## config.mk

```make
export PLATFORM = sky130hd
export DESIGN_NAME = itlb_ctrl
export DESIGN_NICKNAME = d
export VERILOG_FILES = /design/src/rtl/itlb_ctrl_pkg.sv /design/src/rtl/itlb_ctrl.sv
export SDC_FILE = /design/constraint.sdc
export NUM_CORES = 1
export LEC_CHECK = 0
export CORE_AREA = 2 2 188 153
export DETAILED_ROUTE_END_ITERATION = 7
export DIE_AREA = 0 0 190 155
export PLACE_DENSITY = 0.53
export SYNTH_ARGS = -nofsm -noshare
export SYNTH_HDL_FRONTEND = slang
export SYNTH_SLANG_ARGS = --single-unit
```

## constraint.sdc

```tcl
create_clock -name clk -period 4 [get_ports clk]
set_input_delay 1.2 -clock clk [delete_from_list [all_inputs] [get_ports clk]]
set_output_delay 1.2 -clock clk [all_outputs]
set_load 0.02 [all_outputs]
```

## src/rtl/itlb_ctrl_pkg.sv

```systemverilog
// Shared definitions for the instruction micro-TLB controller: exception codes,
// FSM encoding, the micro-TLB entry layout and the address-segment test.
package itlb_ctrl_pkg;

  localparam logic [4:0] EXC_TLBL = 5'h2;
  localparam logic [4:0] EXC_ADEL = 5'h4;
  localparam logic [4:0] EXC_NONE = 5'h9;

  typedef enum logic {
    ITLB_IDLE = 1'b0,
    ITLB_FILL = 1'b1
  } itlb_state_t;

  typedef struct packed {
    logic        valid;
    logic [18:0] vpn2;
    logic        odd;
    logic [7:0]  asid;
    logic [19:0] pfn;
    logic [2:0]  c;
    logic        v;
    logic        found;
  } utlb_entry_t;

  // kseg0/kseg1 (0x8000_0000..0xBFFF_FFFF) bypass translation.
  function automatic logic is_mapped(input logic [31:0] va);
    return ~(va[31] & ~va[30]);
  endfunction

endpackage

```

## src/rtl/itlb_ctrl.sv

```systemverilog
// Instruction micro-TLB controller: one-entry uTLB in front of TLB search port 0,
// gating the I-cache request and raising TLB refill/invalid exceptions to pre-IF.
module itlb_ctrl
  import itlb_ctrl_pkg::*;
#(
  parameter int CNT_W = 32
) (
  input  logic             clk,
  input  logic             reset,
  input  logic             req_valid,
  input  logic [31:0]      vaddr,
  input  logic [7:0]       asid,
  input  logic             flush,
  input  logic             tlb_write,
  output logic [18:0]      s0_vpn2,
  output logic             s0_odd_page,
  output logic [7:0]       s0_asid,
  input  logic             s0_found,
  input  logic [19:0]      s0_pfn,
  input  logic [2:0]       s0_c,
  input  logic             s0_v,
  output logic             cache_valid,
  output logic [31:0]      cache_paddr,
  output logic             cache_uncache,
  input  logic             cache_addr_ok,
  output logic             exc_valid,
  output logic             exc_refill,
  output logic             exc_invalid,
  output logic             busy,
  output logic [CNT_W-1:0] hit_cnt,
  output logic [CNT_W-1:0] miss_cnt
);

  itlb_state_t r_state;
  itlb_state_t w_state_next;
  utlb_entry_t r_entry;
  logic [19:0] r_fill_vpn;
  logic [7:0]  r_fill_asid;
  logic [CNT_W-1:0] r_hit_cnt;
  logic [CNT_W-1:0] r_miss_cnt;

  logic w_mapped;
  logic w_hit;
  logic w_start_fill;
  logic w_fill_write;

  assign w_mapped = is_mapped(vaddr);

  // A TLB write in flight invalidates the entry, so it must not hit this cycle either.
  assign w_hit = r_entry.valid & ~tlb_write
               & (r_entry.vpn2 == vaddr[31:13])
               & (r_entry.odd == vaddr[12])
               & (r_entry.asid == asid);

  assign s0_vpn2     = r_fill_vpn[19:1];
  assign s0_odd_page = r_fill_vpn[0];
  assign s0_asid     = r_fill_asid;

  assign cache_paddr   = w_mapped ? {r_entry.pfn, vaddr[11:0]} : {3'b000, vaddr[28:0]};
  assign cache_uncache = w_mapped ? (r_entry.c == 3'd2) : (vaddr[31:29] == 3'b101);

  assign busy     = (r_state == ITLB_FILL);
  assign hit_cnt  = r_hit_cnt;
  assign miss_cnt = r_miss_cnt;

  assign w_fill_write = (r_state == ITLB_FILL) & ~flush & ~tlb_write;

  always_comb begin
    w_state_next = r_state;
    cache_valid  = 1'b0;
    exc_valid    = 1'b0;
    exc_refill   = 1'b0;
    exc_invalid  = 1'b0;
    w_start_fill = 1'b0;
    case (r_state)
      ITLB_IDLE: begin
        if (req_valid & ~reset) begin
          if (~w_mapped) begin
            cache_valid = 1'b1;
          end else if (w_hit) begin
            if (r_entry.found & r_entry.v) begin
              cache_valid = 1'b1;
            end else if (~r_entry.found) begin
              exc_valid  = 1'b1;
              exc_refill = 1'b1;
            end else begin
              exc_valid   = 1'b1;
              exc_invalid = 1'b1;
            end
          end else if (~tlb_write) begin
            w_start_fill = 1'b1;
            w_state_next = ITLB_FILL;
          end
        end
      end
      ITLB_FILL: begin
        w_state_next = ITLB_IDLE;
      end
      default: begin
        w_state_next = ITLB_IDLE;
      end
    endcase
  end

  always_ff @(posedge clk) begin
    if (reset) begin
      r_state     <= ITLB_IDLE;
      r_entry     <= '0;
      r_fill_vpn  <= '0;
      r_fill_asid <= '0;
      r_hit_cnt   <= '0;
      r_miss_cnt  <= '0;
    end else begin
      r_state <= w_state_next;
      if (w_start_fill) begin
        r_fill_vpn  <= vaddr[31:12];
        r_fill_asid <= asid;
        r_miss_cnt  <= r_miss_cnt + CNT_W'(1);
      end
      // Search results are captured at the end of FILL, even a not-found one,
      // so the following IDLE cycle turns it into a refill exception.
      if (w_fill_write) begin
        r_entry.valid <= 1'b1;
        r_entry.vpn2  <= r_fill_vpn[19:1];
        r_entry.odd   <= r_fill_vpn[0];
        r_entry.asid  <= r_fill_asid;
        r_entry.pfn   <= s0_pfn;
        r_entry.c     <= s0_c;
        r_entry.v     <= s0_v;
        r_entry.found <= s0_found;
      end
      if (tlb_write) begin
        r_entry.valid <= 1'b0;
      end
      if (cache_valid & cache_addr_ok & w_mapped) begin
        r_hit_cnt <= r_hit_cnt + CNT_W'(1);
      end
    end
  end

endmodule

```

==> results.ini <==
[clock_tree]
cts-root-to-sink-buffers=2
h-tree-depth=4
clock_insertion_delay_at_the_later_pin_of_the_skew_report_ps=430
cts_num_sinks=147
cts_tree=done
cts.reportedPaths.clkPinSlew_ps=60
number_of_cts_inserted_buffers=17
clk_root_buffer_cell=sky130_fd_sc_hd__clkbuf_16

[global_route]
grt_max_degree=152
gr-usage-all-layers_pct=16.1
antenna_found_initial=4
first_global_vias=6536
globalRouteOverflowTotal=0
grt_pass1_wl_um=36500

[die]
floorplan.die_area_um2=29500
dieHeight_um=155
effective_utilization_at_floorplan_pct=24.5
io-pin-count=201
rows=55
die_w_um=190
design.core.area_um2=27700

[synthesis]
synth_sequential_area_ratio_pct=43.3
synth-edff-count=0
yosys.cell_count.top_type=sky130_fd_sc_hd__nand2_1
dominantRegCellSynth=sky130_fd_sc_hd__dfxtp_1
synth.largest_area_cell=sky130_fd_sc_hd__dfxtp_1
netlist_top_cells_area=sky130_fd_sc_hd__dfxtp_1 (43%), sky130_fd_sc_hd__nand2_1 (13%), sky130_fd_sc_hd__a21oi_1 (9.6%), sky130_fd_sc_hd__xor2_1 (4.1%), sky130_fd_sc_hd__o31ai_1 (2.3%)
synthesis.area_um2=6800
synth_top_cells_by_count=sky130_fd_sc_hd__nand2_1 (241), sky130_fd_sc_hd__dfxtp_1 (147), sky130_fd_sc_hd__a21oi_1 (131)
synth.net_count=948
netlist.area_leader.share_pct=43.3
synth.yosys.warnings=0
async_flop_share_pct=0
synth_seq_cells=147
post_synth_inst_count=875
synth_cell_types=51
post_synth.cell_area_avg_um2=7.77

[setup_path]
critical_path_cell_by_cell=dlygate4sd2_1 -> xor2_1 -> nor4_2 -> nand4_1 -> nor2_1 -> buf_4 -> nand3_2 -> a21oi_2 -> buf_6
critical_path_required_ps=2800
cp-endpoint=cache_valid
reg2reg_setup_slack_ps=690
launch_point_of_the_worst_reg_to_reg_path=r_entry[29]
timing.rr.end=miss_cnt[2]
crit_start=vaddr[26]
start_kind=input pin
cp_slowest_cell=sky130_fd_sc_hd__nor4_2
cp_data_arrival_time_ps=2820
cpPeakStageDelay_ps=310
reg2reg_depth=19
worst_setup_path_end_kind=output port
setup.worst_path.class=input pin to output port
largest_fanout_on_the_critical_path=3

[drt]
drt_pass1_iterations=5
drt_drc_violations_left=0
violation_count_after_the_first_detailed_route_iteration=384
route.antenna.remaining_nets=0
viasPerCell=4.65
num_vias=6858
finalWirelength_um=23800
final_routed_wire_length_divided_by_cell_count_um=16.1

[power_and_ir_drop]
switching_part_of_the_total_pct=24.2
power.share.clock_pct=49.5
comb_power_share_pct=8.2
seq_power_share_pct=42.3
power.static_leakage_nw=3.71
power.density_nw_per_um2=341
p_sw_w=0.000850
worst_ir_drop_vdd_mv=0.290
internal-power_w=0.00266

[run_status]
violated_checks=setup timing
result_of_the_run=complete, but fails checks

[sta]
setup_ws_ps=-20.0
fin_worst_skew_ps=12.9
maxClockFrequency_mhz=249
report.final.hold_viol_count=0
period_minus_slack_ps=4020
timing.final.crit_share_pct=101
rsz_0062_raised_after_global_routing=yes
timing.slew.headroom_pct=50.7
worst_tran_pin_value_ps=739
setup-violations-final=1
hold-worst-slack_ps=455
slew_viol_final=0

[finish]
final_layout_size_suffix_gt1_share_pct=16.7
finalNetCount=1162
multi_input_gate_area_um2=3770
post-route-cell-area_um2=10300
finish.cell_count_without_fillers=1475
fillCellCount=2883
layout_stage_area_growth_over_the_synthesis_result_pct=51.4
seq_area_um2=2940

[place]
dp_hpwl_um=16500
placed_area_um2=9330
placed_cells=1420
port_buffers=176
gpl.final_weighted_congestion=0.774

[job]
maxCapViolCount=0

[worst_hold_path]
holdCritPathClass=register to register

-- layer usage --
layer,GRT usage [%],part of all wire (%),vias to the layer above
li1,-,-,3453
met1,20.5,46,3214
met2,25.2,45,170
met3,6.00,7.8,19
met4,4.87,1.3,2
met5,0,0.046,-
-- through the flow --
stage                     total power, W  util [%]  setup TNS [ps]  setup WS [ps]
after floorplan                  0.00164         -               0           59.9
after global placement           0.00181      33.7          -10700           -988
after detailed placement         0.00181      33.7          -10060           -954
after CTS                        0.00356      36.6            -115          -56.1
after global routing             0.00364      37.1            -282           -106
final                            0.00351      37.1           -20.0          -20.0
-- layout by cell type (no fill, tap or decap), types with 6 or more instances in the layout --
master                            instances
sky130_fd_sc_hd__buf_12                  10
sky130_fd_sc_hd__or3_1                   10
sky130_fd_sc_hd__clkbuf_16               17
sky130_fd_sc_hd__a21oi_1                130
sky130_fd_sc_hd__or4_1                   21
sky130_fd_sc_hd__xor2_1                  13
sky130_fd_sc_hd__o31ai_1                 21
sky130_fd_sc_hd__nand2_1                239
sky130_fd_sc_hd__dlygate4sd2_1           29
sky130_fd_sc_hd__buf_2                    6
sky130_fd_sc_hd__nand4_1                 18
sky130_fd_sc_hd__nor2_1                  28
sky130_fd_sc_hd__clkdlybuf4s50_1        122
sky130_fd_sc_hd__o21ai_0                 17
sky130_fd_sc_hd__and4_1                   9
sky130_fd_sc_hd__dfxtp_1                147
sky130_fd_sc_hd__xor2_2                  17
sky130_fd_sc_hd__buf_4                   76
sky130_fd_sc_hd__nor4_1                   7
sky130_fd_sc_hd__xnor2_1                  6
sky130_fd_sc_hd__and3_1                  16
sky130_fd_sc_hd__nand3_1                 24
sky130_fd_sc_hd__inv_1                   12
-- state kept, by name (all words and copies together), names as in the netlist --
signal	cells
hit_cnt	32
r_entry	54
miss_cnt	32
busy	1
r_fill_vpn	20
s0_asid	8
-- repair_timing --
action	CTS	global route
resized for setup	113	38
setup buffers	12	8
hold buffers	0	0
endpoints found under the setup margin	25	52
gates cloned	0	0
pin swaps	17	19
-- power by group through the flow --
stage / Clock (W) / Combinational (W) / Sequential (W)
2_1_floorplan: 0 / 0.000111 / 0.00153
3_3_place_gp: 0 / 0.000289 / 0.00152
3_5_place_dp: 0 / 0.000288 / 0.00152
4_1_cts: 0.00179 / 0.000285 / 0.00148
5_1_grt: 0.00184 / 0.000309 / 0.00149
6_report: 0.00174 / 0.000287 / 0.00149
-- cell families after synthesis --
kind of cell	share of synthesized area (%)
AOI/OAI and AO/OA	15.8
xor gates and xnor gates	4.90
adders and majority gates	0.368
buffers and inverters	5.14
DFF	43.3
muxes	1.12
and+or+nand+nor	29.4
-- worst min path at each step --
stage | start | endpoint | slack, ps | cells after the start
3_5_place_dp | r_entry[23] | r_entry[23] | 440 | 2
4_1_cts | r_entry[23] | r_entry[23] | 460 | 2
6_report | r_entry[22] | r_entry[22] | 450 | 2
5_1_grt | r_entry[11] | r_entry[11] | 470 | 2
3_3_place_gp | r_entry[23] | r_entry[23] | 440 | 2
2_1_floorplan | r_entry[2] | r_entry[2] | 430 | 2
-- layout make-up --
class / count / area share, %
antenna: 3 / 0.0730
clock buffer: 17 / 4.14
clock inverter: 15 / 2.00
inverter: 12 / 0.438
multi-input combinational: 652 / 36.7
sequential: 147 / 28.6
tap: 370 / 4.50
timing repair buffer: 259 / 23.6
-- critical path, delay by kind of cell --
family | cells | cell delay, ps
compound gates | 1 | 190
xor+xnor | 1 | 180
buf+inv | 3 | 550
simple gates | 4 | 710
Note: power is estimated with default switching activity, not from simulation.
